--- src/rtl/fios_res_collector_pkg.sv ---
// Shared types for the FIOS result collector.
// Optional FIOS_RES_COLLECTOR_FINAL_SUB_EN adds final Montgomery subtraction.
package fios_res_collector_pkg;

  typedef enum logic [1:0] {
    IDLE,
    COLLECT,
    HOLD
  } state_t;

  function automatic int cnt_width(input int n);
    return (n > 1) ? $clog2(n) : 1;
  endfunction

endpackage

--- src/rtl/fios_res_collector_if.sv ---
// Word-serial input stream and parallel valid/ready result bus.
// slave = collector side, master = multiplier/consumer side.
interface fios_res_collector_if #(
  parameter int s          = 8,
  parameter int WORD_WIDTH = 17
);
  logic                      start_i;
  logic                      res_valid_i;
  logic [WORD_WIDTH-1:0]     res_i;
  logic [WORD_WIDTH-1:0]     p_i;
  logic [s*WORD_WIDTH-1:0]   result_o;
  logic                      result_valid_o;
  logic                      result_ready_i;
  logic                      busy_o;
  logic                      err_o;

  modport slave (
    input  start_i, res_valid_i, res_i, p_i,
    input  result_ready_i,
    output result_o, result_valid_o,
    output busy_o, err_o
  );

  modport master (
    output start_i, res_valid_i, res_i, p_i,
    output result_ready_i,
    input  result_o, result_valid_o,
    input  busy_o, err_o
  );
endinterface

--- src/rtl/fios_serial_sub.sv ---
// Word-serial subtractor a - b - borrow, borrow held across words.
// Used only with FIOS_RES_COLLECTOR_FINAL_SUB_EN.
module fios_serial_sub #(
  parameter int W = 17
) (
  input  logic         clk,
  input  logic         rst,
  input  logic         en,
  input  logic         clear,
  input  logic [W-1:0] a,
  input  logic [W-1:0] b,
  output logic [W-1:0] diff,
  output logic         borrow_next
);
  logic         borrow_q;
  logic [W:0]   full;

  assign full        = {1'b0, a} - {1'b0, b} - {{W{1'b0}}, borrow_q};
  assign diff        = full[W-1:0];
  assign borrow_next = full[W];

  always_ff @(posedge clk or posedge rst) begin
    if (rst)        borrow_q <= 1'b0;
    else if (clear) borrow_q <= 1'b0;
    else if (en)    borrow_q <= borrow_next;
  end
endmodule

--- src/rtl/fios_res_collector.sv ---
// Assembles the FIOS word-serial result into a parallel valid/ready word.
// FIOS_RES_COLLECTOR_FINAL_SUB_EN: conditional subtract of p on the fly.
module fios_res_collector
  import fios_res_collector_pkg::*;
#(
  parameter int s          = 8,
  parameter int WORD_WIDTH = 17
) (
  input logic                 clock_i,
  input logic                 reset_i,
  fios_res_collector_if.slave bus
);
  localparam int CW = cnt_width(s);
  localparam logic [CW-1:0] LAST = CW'(s - 1);

  state_t state_q, state_d;
  logic [CW-1:0] cnt_q;
  logic [s-1:0][WORD_WIDTH-1:0] raw_q, raw_asm;
  logic [s-1:0][WORD_WIDTH-1:0] res_q, res_next;
  logic err_q, err_set;
  logic take, clear, last;

  always_comb begin
    state_d = state_q;
    take    = 1'b0;
    clear   = 1'b0;
    err_set = 1'b0;
    unique case (state_q)
      IDLE: begin
        if (bus.start_i) begin
          state_d = COLLECT;
          clear   = 1'b1;
        end
        if (bus.res_valid_i) err_set = 1'b1;
      end
      COLLECT: begin
        // a restart discards the word of the same cycle
        if (bus.start_i) clear = 1'b1;
        else if (bus.res_valid_i) begin
          take = 1'b1;
          if (cnt_q == LAST) state_d = HOLD;
        end
      end
      HOLD: begin
        if (bus.result_ready_i) begin
          state_d = bus.start_i ? COLLECT : IDLE;
          clear   = bus.start_i;
        end else if (bus.start_i) begin
          err_set = 1'b1;
        end
        if (bus.res_valid_i) err_set = 1'b1;
      end
      default: state_d = IDLE;
    endcase
  end

  assign last = take && (cnt_q == LAST);

  always_comb begin
    raw_asm        = raw_q;
    raw_asm[cnt_q] = bus.res_i;
  end

`ifdef FIOS_RES_COLLECTOR_FINAL_SUB_EN
  logic [s-1:0][WORD_WIDTH-1:0] dif_q, dif_asm;
  logic [WORD_WIDTH-1:0] dif_word;
  logic borrow_next;

  fios_serial_sub #(
    .W(WORD_WIDTH)
  ) u_sub (
    .clk        (clock_i),
    .rst        (reset_i),
    .en         (take),
    .clear      (clear),
    .a          (bus.res_i),
    .b          (bus.p_i),
    .diff       (dif_word),
    .borrow_next(borrow_next)
  );

  always_comb begin
    dif_asm        = dif_q;
    dif_asm[cnt_q] = dif_word;
  end

  always_ff @(posedge clock_i or posedge reset_i) begin
    if (reset_i)   dif_q <= '0;
    else if (take) dif_q[cnt_q] <= dif_word;
  end

  // final borrow set means result < p: keep the raw value
  assign res_next = borrow_next ? raw_asm : dif_asm;
`else
  assign res_next = raw_asm;
`endif

  always_ff @(posedge clock_i or posedge reset_i) begin
    if (reset_i) begin
      state_q <= IDLE;
      cnt_q   <= '0;
      raw_q   <= '0;
      res_q   <= '0;
      err_q   <= 1'b0;
    end else begin
      state_q <= state_d;
      if (clear)     cnt_q <= '0;
      else if (last) cnt_q <= '0;
      else if (take) cnt_q <= cnt_q + 1'b1;
      if (take)    raw_q[cnt_q] <= bus.res_i;
      if (last)    res_q <= res_next;
      if (err_set) err_q <= 1'b1;
    end
  end

  assign bus.result_o       = res_q;
  assign bus.result_valid_o = (state_q == HOLD);
  assign bus.busy_o         = (state_q != IDLE);
  assign bus.err_o          = err_q;
endmodule

--- src/flat_wrapper.sv ---
// flat-port wrapper written by rule: the top's interface ports become plain ports
module fios_res_collector_flat import fios_res_collector_pkg::*;
#(
  parameter int s          = 8,
  parameter int WORD_WIDTH = 17
)
  (clock_i, reset_i, bus_start_i, bus_res_valid_i, bus_res_i, bus_p_i, bus_result_ready_i, bus_result_o, bus_result_valid_o, bus_busy_o, bus_err_o);
  fios_res_collector_if #(.s(s), .WORD_WIDTH(WORD_WIDTH)) bus_i ();
  input logic clock_i;
  input logic reset_i;
  input wire logic [$bits(bus_i.start_i)-1:0] bus_start_i;
  input wire logic [$bits(bus_i.res_valid_i)-1:0] bus_res_valid_i;
  input wire logic [$bits(bus_i.res_i)-1:0] bus_res_i;
  input wire logic [$bits(bus_i.p_i)-1:0] bus_p_i;
  input wire logic [$bits(bus_i.result_ready_i)-1:0] bus_result_ready_i;
  output wire logic [$bits(bus_i.result_o)-1:0] bus_result_o;
  output wire logic [$bits(bus_i.result_valid_o)-1:0] bus_result_valid_o;
  output wire logic [$bits(bus_i.busy_o)-1:0] bus_busy_o;
  output wire logic [$bits(bus_i.err_o)-1:0] bus_err_o;
  assign bus_i.start_i = bus_start_i;
  assign bus_i.res_valid_i = bus_res_valid_i;
  assign bus_i.res_i = bus_res_i;
  assign bus_i.p_i = bus_p_i;
  assign bus_i.result_ready_i = bus_result_ready_i;
  assign bus_result_o = bus_i.result_o;
  assign bus_result_valid_o = bus_i.result_valid_o;
  assign bus_busy_o = bus_i.busy_o;
  assign bus_err_o = bus_i.err_o;
  fios_res_collector #(.s(s), .WORD_WIDTH(WORD_WIDTH)) u_core (.clock_i(clock_i), .reset_i(reset_i), .bus(bus_i));
endmodule
--- config.mk ---
export PLATFORM = sky130hd
export DESIGN_NAME = fios_res_collector_flat
export DESIGN_NICKNAME = d
export VERILOG_FILES = /design/src/rtl/fios_res_collector_pkg.sv /design/src/rtl/fios_res_collector_if.sv /design/src/rtl/fios_serial_sub.sv /design/src/rtl/fios_res_collector.sv /design/src/flat_wrapper.sv
export SDC_FILE = /design/constraint.sdc
export NUM_CORES = 1
export LEC_CHECK = 0
export BUFFER_PORTS_ARGS = -buffer_cell sky130_fd_sc_hd__buf_2
export CAP_MARGIN = 25
export CORE_UTILIZATION = 55
export DETAILED_ROUTE_END_ITERATION = 16
export MAX_ROUTING_LAYER = met4
export PLACE_DENSITY = 0.77
export SLEW_MARGIN = 15
export SYNTH_ARGS = -nofsm -noshare
export SYNTH_HDL_FRONTEND = slang
export SYNTH_SLANG_ARGS = --single-unit
--- constraint.sdc ---
create_clock -name clock_i -period 14.81 [get_ports clock_i]
set_clock_uncertainty 0.2 [all_clocks]
set_input_delay 1.481 -clock clock_i [delete_from_list [all_inputs] [get_ports clock_i]]
set_output_delay 1.481 -clock clock_i [all_outputs]
set_load 0.1 [all_outputs]
==> results.sh <==
export IMPL_finalCritPeriodShare_pct=25.4
export IMPL_antennaDiodeCount=0
export IMPL_rows=54
export IMPL_dr_pass1_iters=6
export IMPL_fin_nets=967
export IMPL_cts_path_max_buffers=3
export IMPL_yosysSeqAreaShare_pct=57.1
export IMPL_gp_congestion=0.783
export IMPL_r2r_setup_slack_ps=11050
export IMPL_wl_um=23800
export IMPL_grt_pass1_wl_um=37500
export IMPL_synth_edf_count=0
export IMPL_start_util_pct=56.0
export IMPL_io_buffers=160
export IMPL_nFillCells=1593
export IMPL_hold_path_class="flop to flop"
export IMPL_synth_main_ff_cell="dfrtp_1"
export IMPL_timing_final_hold_violations=0
export IMPL_viasPerCell=5.53
export IMPL_ir_worst_vdd_v=0.0000674
export IMPL_finalPower_mw=1.62
export IMPL_maxSlewHeadroom_pct=32.1
export IMPL_cts_tree="yes"
export IMPL_reg2reg_to="u_core.bus.result_o[133]"
export IMPL_setup_ws_ps=11050
export IMPL_placed_area_mm2=0.0131
export IMPL_min_delay_start="u_core.raw_q[93]"
export IMPL_ys_ff_latch=278
export IMPL_grt_pass1_vias=6740
export IMPL_fin_cells=1225
export IMPL_die_w_um=151
export IMPL_synthArstFlopShare_pct=100
export IMPL_maxCapViolations=0
export IMPL_slew_viol_final=0
export IMPL_clock_latency_ps=530
export IMPL_r2r_cells=7
export IMPL_path_class="flop to flop"
export IMPL_dpl_hpwl_um=14700
export IMPL_synth_cell_type_count=29
export IMPL_fin_util_pct=64.5
export IMPL_ctsResizeCount=0
export IMPL_coreArea_mm2=0.0218
export IMPL_grt_setup_unrepaired="no"
export IMPL_clk_pin_slew_ps=60
export IMPL_wl_per_cell_um=19.4
export IMPL_die_y_um=151
export IMPL_r2r_start="u_core.cnt_q[0]"
export IMPL_num_vias=6772
export IMPL_max_freq_ghz=0.266
export IMPL_antenna_found_initial=0
export IMPL_arrival_ps=3970
export IMPL_critPathLaunchType="flop"
export IMPL_cts_sinks=278
export IMPL_postSynthAreaPerCell_um2=15.5
export IMPL_area_growth_pct=15.2
export IMPL_synthCells=785
export IMPL_synth_fp_nets=826
export IMPL_grt_overflow=0
export IMPL_place_ws_ps=10600
export IMPL_leakagePower_nw=7.58
export IMPL_drc=0
export IMPL_post_cts_buffers=0
export IMPL_netlist_area_mm2=0.0122
export IMPL_critPathCaptureType="flop"
export IMPL_track_usage_pct=21.9
export IMPL_drive_above_1_share_pct=64.4
export IMPL_whs_path_depth=1
export IMPL_antenna_left=0
export IMPL_die_area_mm2=0.0228
export IMPL_whs_ps=285
export IMPL_synth_warnings=0
export IMPL_max_slew_worst_pin_slew_ps=1020
export IMPL_whs_endpoint="u_core.raw_q[93]"
export IMPL_drt_iter0_markers=256
export IMPL_power_density_mw_per_mm2=115
export IMPL_clock_root_buffer="clkbuf_16"
export IMPL_fin_tns_setup_ps=0
export IMPL_finalInstanceArea_mm2=0.0140
export IMPL_htree_levels=1
export IMPL_hold_buffers=0
export IMPL_required_ps=15020
export IMPL_grt_max_degree=150
export IMPL_place_inst=1174
export IMPL_cts_buffers=29
export IMPL_setup_viol=0
export IMPL_crit_path_max_fanout=72
export IMPL_top_level_ports=178
export IMPL_outcome="complete, no violations"
export IMPL_finalCriticalPeriod_ps=3760
-- area by class of cell --
cell class	instances	area (um^2)	area share, %
Multi-Input combinational cell	445	4930	35.1
Clock inverter	3	40.0	0.285
Timing Repair Buffer	169	888	6.33
Inverter	3	18.8	0.134
Sequential cell	278	6960	49.5
Tap cell	280	350	2.50
Clock buffer	47	853	6.08
-- per-layer routing --
metal / vias to the layer above / share of wire (%) / track usage (%)
li1: 3109 / - / -
met1: 3511 / 47 / 30.5
met2: 125 / 48 / 34.4
met3: 27 / 3.2 / 2.83
met4: 0 / 1.6 / 5.05
met5: - / 0 / -
-- Yosys cell counts, types with 2 or more instances --
cell	n	share of area [%]
buf_2	31	1.3
buf_4	9	0.55
buf_6	2	0.18
clkbuf_1	17	0.52
dfrtp_1	278	57
ha_1	2	0.21
inv_1	3	0.092
mux2_1	22	2.0
mux2_2	386	36
mux2i_1	2	0.16
nand2_2	3	0.15
nand2b_1	6	0.31
nand3b_4	3	0.49
nor2_1	4	0.12
nor3b_1	3	0.18
-- power by group --
part	leakage, nW	switching (mW)	internal [mW]
Sequential	3.79	0.0181	0.797
Combinational	3.35	0.0536	0.0598
Clock	0.437	0.282	0.406
Total	7.58	0.353	1.26
-- worst max path at each step --
stage	start	end
final	u_core.cnt_q[0]	u_core.bus.result_o[133]
after global routing	u_core.cnt_q[0]	u_core.bus.result_o[70]
after CTS	u_core.cnt_q[0]	u_core.bus.result_o[6]
after detailed placement	bus_res_valid_i	u_core.bus.result_o[103]
after global placement	bus_res_valid_i	u_core.bus.result_o[109]
after floorplan	reset_i	u_core.bus.err_o
-- flip-flops by register name, indices dropped and copies added, names as in the netlist --
name	count
u_core.bus.err_o	1
u_core.bus.result_o	136
u_core.cnt_q	3
u_core.raw_q	136
u_core.state_q	2
-- kinds of logic after synthesis --
logic type,Yosys count,share of synthesized area [%]
AOI/OAI and AO/OA,6,0.349
adders and majority gates,2,0.205
buffers and inverters,62,2.63
DFF,278,57.1
muxes,410,37.9
and+or+nand+nor,27,1.89
-- placed cells by master (no fill, tap or decap), drive strengths merged, types with 2 or more instances in the layout --
cell type,Yosys,routed
nand2b,6,6
mux2i,2,2
clkbuf,17,47
buf,42,169
dfrtp,278,278
mux2,408,408
clkinv,0,2
nor3b,3,3
nand2,5,5
nand3b,4,4
nor2,4,4
ha,2,2
inv,3,3
-- worst max-delay path, cell delays in order (launching register included) --
cell     delay [ps]
dfrtp_1         700
ha_1            240
ha_1            190
nand2_1         100
nor4b_2         250
buf_4           570
buf_4           820
mux2_2          420
(Power assumes the default switching activity.)
